--- config.mk ---
export PLATFORM = sky130hd
export DESIGN_NAME = seq_restoring_divider
export DESIGN_NICKNAME = d
export VERILOG_FILES = /design/src/rtl/alu_pkg.sv /design/src/rtl/borrow_lookahead_subtractor.sv /design/src/rtl/seq_restoring_divider.sv
export SDC_FILE = /design/constraint.sdc
export NUM_CORES = 1
export LEC_CHECK = 0
export BUFFER_PORTS_ARGS = -buffer_cell sky130_fd_sc_hd__buf_4
export CAP_MARGIN = 10
export CELL_PAD_IN_SITES_DETAIL_PLACEMENT = 0
export CELL_PAD_IN_SITES_GLOBAL_PLACEMENT = 1
export CORE_ASPECT_RATIO = 1.1
export CORE_MARGIN = 2
export CORE_UTILIZATION = 43
export DETAILED_ROUTE_END_ITERATION = 12
export HOLD_SLACK_MARGIN = 0.15
export PLACE_DENSITY_LB_ADDON = 0.3
export RECOVER_POWER = 50
export SLEW_MARGIN = 20
export SYNTH_ARGS = -nofsm -noshare
export SYNTH_HDL_FRONTEND = slang
export SYNTH_SLANG_ARGS = --single-unit
--- constraint.sdc ---
create_clock -name clk -period 2.8 [get_ports clk]
set_input_delay 0.56 -clock clk [delete_from_list [all_inputs] [get_ports clk]]
set_output_delay 0.56 -clock clk [all_outputs]
set_load 0.1 [all_outputs]
--- src/rtl/alu_pkg.sv ---
// alu_pkg: shared FSM states and constants for the ALU datapath blocks
package alu_pkg;
  typedef enum logic [1:0] {IDLE, RUN, DONE} state_t;
  localparam int WIDTH = 8;
  localparam logic [63:0] DIV0_QUOTIENT = '1;
endpackage

--- src/rtl/borrow_lookahead_subtractor.sv ---
// borrow_lookahead_subtractor: a - b as a + ~b + 1 with flattened lookahead carries; borrow = ~carry_out
module borrow_lookahead_subtractor #(
  parameter int N = 9
) (
  input  logic [N-1:0] a,
  input  logic [N-1:0] b,
  output logic [N-1:0] diff,
  output logic         borrow
);
  logic [N-1:0] g, p;
  logic [N:0] c;
  always_comb begin
    g = a & ~b;
    p = a ^ ~b;
    c = '0;
    c[0] = 1'b1;
    for (int i = 0; i < N; i++) begin
      logic acc, run;
      acc = 1'b0;
      run = 1'b1;
      for (int j = i; j >= 0; j--) begin
        acc = acc | (run & g[j]);
        run = run & p[j];
      end
      c[i+1] = acc | run;
    end
  end
  assign diff = p ^ c[N-1:0];
  assign borrow = ~c[N];
endmodule

--- src/rtl/seq_restoring_divider.sv ---
// seq_restoring_divider: N-bit restoring divider, one quotient bit per cycle.
// Define SEQ_RESTORING_DIVIDER_SIGNED_EN for two's complement truncating division.
module seq_restoring_divider
  import alu_pkg::*;
#(
  parameter int N = WIDTH
) (
  input  logic         clk,
  input  logic         rst,
  input  logic         start,
  input  logic [N-1:0] dividend,
  input  logic [N-1:0] divisor,
  output logic         busy,
  output logic         done,
  output logic [N-1:0] quotient,
  output logic [N-1:0] remainder,
  output logic         div_by_zero
);
  localparam int CW = (N > 2) ? $clog2(N) : 1;
  state_t state;
  logic [N:0] a, sh, diff, a_nx;
  logic [N-1:0] q, d, q_nx, dvd_mag, dvs_mag, quot_res, rem_res;
  logic [CW-1:0] cnt;
  logic borrow;
  borrow_lookahead_subtractor #(.N(N + 1)) u_sub (
    .a(sh),
    .b({1'b0, d}),
    .diff(diff),
    .borrow(borrow)
  );
  assign sh = {a[N-1:0], q[N-1]};
  assign a_nx = borrow ? sh : diff;
  assign q_nx = {q[N-2:0], ~borrow};
`ifdef SEQ_RESTORING_DIVIDER_SIGNED_EN
  logic neg_q, neg_r;
  assign dvd_mag = dividend[N-1] ? -dividend : dividend;
  assign dvs_mag = divisor[N-1] ? -divisor : divisor;
  assign quot_res = neg_q ? -q_nx : q_nx;
  assign rem_res = neg_r ? -a_nx[N-1:0] : a_nx[N-1:0];
  always_ff @(posedge clk or posedge rst)
    if (rst) begin
      neg_q <= 1'b0;
      neg_r <= 1'b0;
    end else if (state == IDLE && start) begin
      neg_q <= dividend[N-1] ^ divisor[N-1];
      neg_r <= dividend[N-1];
    end
`else
  assign dvd_mag = dividend;
  assign dvs_mag = divisor;
  assign quot_res = q_nx;
  assign rem_res = a_nx[N-1:0];
`endif
  always_ff @(posedge clk or posedge rst)
    if (rst) begin
      state <= IDLE;
      a <= '0;
      q <= '0;
      d <= '0;
      cnt <= '0;
      busy <= 1'b0;
      done <= 1'b0;
      quotient <= '0;
      remainder <= '0;
      div_by_zero <= 1'b0;
    end else begin
      case (state)
        IDLE: if (start) begin
          busy <= 1'b1;
          if (divisor == '0) begin
            state <= DONE;
            done <= 1'b1;
            quotient <= DIV0_QUOTIENT[N-1:0];
            remainder <= dividend;
            div_by_zero <= 1'b1;
          end else begin
            state <= RUN;
            a <= '0;
            q <= dvd_mag;
            d <= dvs_mag;
            cnt <= CW'(N - 1);
          end
        end
        RUN: begin
          a <= a_nx;
          q <= q_nx;
          cnt <= cnt - 1'b1;
          if (cnt == '0) begin
            state <= DONE;
            done <= 1'b1;
            quotient <= quot_res;
            remainder <= rem_res;
            div_by_zero <= 1'b0;
          end
        end
        DONE: begin
          state <= IDLE;
          done <= 1'b0;
          busy <= 1'b0;
        end
        default: state <= IDLE;
      endcase
    end
endmodule

==> run metrics <==
outcome=finished, final reports clean; core footprint=5400 um2; final worst path period need=2460 ps; setup_tns=0 ps; largest net degree at the start of global routing=22; H-tree Lvls=2; GR Overflow Total=0; nets=332; synth warn=0; antenna cells=0; Post-Route WL=5400 um; RSZ-0062 raised after global routing=no; clock slew at the register clock pins of the worst setup and hold paths=90 ps; # DRC=0; first-pass GRT wire length=9050 um; final hold viol count=0; clock buffer count from CTS=5; reg2reg end=a[0]$_DFFE_PP0P_; Commonest cells post-synth=48 x dfrtp_1, 39 x nand2_1, 37 x nor2_1, 25 x o21ai_0; Critical-path top delay cell=dfrtp_1; worst path cell trace=inv_1 > ha_1 > o211ai_1 > nand2_1 > a311o_1 > a21boi_2 > buf_4 > mux2_2 > o21ai_0; register area=1200 um2; Req. time, crit path=3020 ps; all-layer global routing usage=19.2%; fraction of layout cells with a size suffix above 1=17.5%; Crit. End Element=flop; placed inst area=2800 um2; Chip Height=82.7 um; Top Ports=38; vias in the first global route=1,940; Post-synth ARST share=100%; worst reg-to-reg setup slack=340 ps; Iter 0 DRT Violations=69; Design Area, Final=2870 um2; Area Overhead vs Synth=18.6%; initial core utilization=44.9%; Filler cells=542; TritonRoute pass-1 iters=4; count leader, synth=dfrtp_1; Routed wire per std cell=14.3 um; CTS tree=built; Post-Syn Area=2420 um2; Final WS setup=337 ps; Vias=1,959; Hold Buf Count CTS=0; port buffer count=37; CTS root buf=clkbuf_8; Setup WS pre-CTS=303 ps; max incr delay on CP=390 ps; Worst setup SP type=flop; HP Class=primary input to asynchronous set/reset pin; depth of the most critical reg-to-reg path=9; crit path launch=q[7]$_DFFE_PP0P_; register area share after synthesis=49.6%; relative slew slack=22.6%; Vias/cell=5.18; #FFs+latches synth=48; final worst-path cycle share=88.0%; row cnt=28; crit-path max FO=6; Detailed Place HPWL=4040 um; Distinct cells, synth=40; antenna violations before repair=0; Mean Syn Cell Area=9.25 um2; syn_nets=292; CTS max path bufs=2; CTS sink cnt=48; RD Place Congestion=0.750; Worst Setup EP=a[0]$_DFFE_PP0P_; total of max-cap violations=0; final setup fails=0; slew at the pin with the worst max-slew slack=1170 ps; skew final=11.3 ps; Slew Limit Fails=0; post-route ant nets=0; Setup CP Type=flop to flop; multi-input logic area=1110 um2; Yosys top cell area share=49.6%; leading post-synthesis cells by cell area=dfrtp_1 50%, nand2_1 6.0%, nor2_1 5.7%; cell taking the most area after synthesis=dfrtp_1; Die ar.=6250 um2; number of flops mapped to enable cells by yosys=0; post_cts resized=0; Fmax achieved=406 MHz; ys flop type=dfrtp_1; Critical R2R Launch=q[7]$_DFFE_PP0P_; Mapped Cells=262; setup bufs post-CTS=0; Chip Width=75.6 um; Clock Latency Late Sink=300 ps; critical path arrival=2680 ps
cells by family after synthesis:
family | synth area share (%)
AOI/OAI and AO/OA | 18.8
buffers and inverters | 4.60
xor gates and xnor gates | 1.45
and+or+nand+nor | 16.5
adders and majority gates | 5.68
muxes | 3.41
DFF | 49.6
layout make-up:
class / instances / area share, %
Tap cell: 75 / 3.27
Clock inverter: 3 / 1.48
Multi-Input combinational cell: 187 / 38.6
Clock buffer: 5 / 2.40
Inverter: 15 / 1.96
Sequential cell: 48 / 41.8
Timing Repair Buffer: 45 / 10.5
stage by stage:
stage                     std cells  utilization [%]  hold WS, ps
final                           378             53.2          278
after global routing            378             53.2          325
after CTS                       378             53.9          200
after detailed placement        370             51.9          490
after global placement          370             51.9          482
after floorplan                 262                -          461
state kept, by name, summed over array words and instances (netlist names):
signal,cells
a,8
d,8
q,8
quotient,8
remainder,8
cnt,3
state,2
busy,1
div_by_zero,1
done,1
worst max-delay path: cells and delay by family, from the launching register on:
kind | cells | cell delay (ps)
and+or+nand+nor | 1 | 100
muxes | 1 | 340
buffers and inverters | 2 | 290
AOI/OAI and AO/OA | 4 | 960
adders and majority gates | 1 | 310
DFF | 1 | 390
cells in the final DEF, fill, tap and decap left out, types with 3 or more instances in the layout:
cell type,instances
ha_1,11
a21oi_1,15
o22a_1,4
buf_4,34
inv_1,15
o22ai_1,3
o21ai_0,25
dfrtp_1,48
nor2b_1,3
clkbuf_1,10
clkbuf_8,5
a31oi_1,7
nor2_1,37
mux2i_1,6
nand2_1,39
nand2b_1,3
nor3_1,3
metal layers:
metal	GRT usage, %	part of all wire (%)	vias up
met1	26.4	48	941
met3	3.64	3.4	2
met4	5.09	0.41	0
met5	0	0	-
met2	31.1	48	37
li1	-	-	979
worst min-delay path by stage:
stage                                   from                       end  slack (ps)  cells after the start
after floorplan           cnt[0]$_DFFE_PP0P_        cnt[0]$_DFFE_PP0P_         460                      1
after global placement      busy$_DFFE_PP0P_          busy$_DFFE_PP0P_         480                      2
after detailed placement    busy$_DFFE_PP0P_          busy$_DFFE_PP0P_         490                      2
after CTS                                rst          q[0]$_DFFE_PP0P_         200                      2
after global routing                     rst  remainder[1]$_DFFE_PP0P_         320                      2
final                                    rst  remainder[1]$_DFFE_PP0P_         280                      2
Power is not shown: default switching activity piles up to over one toggle a cycle in this logic, so the estimate is an artifact.
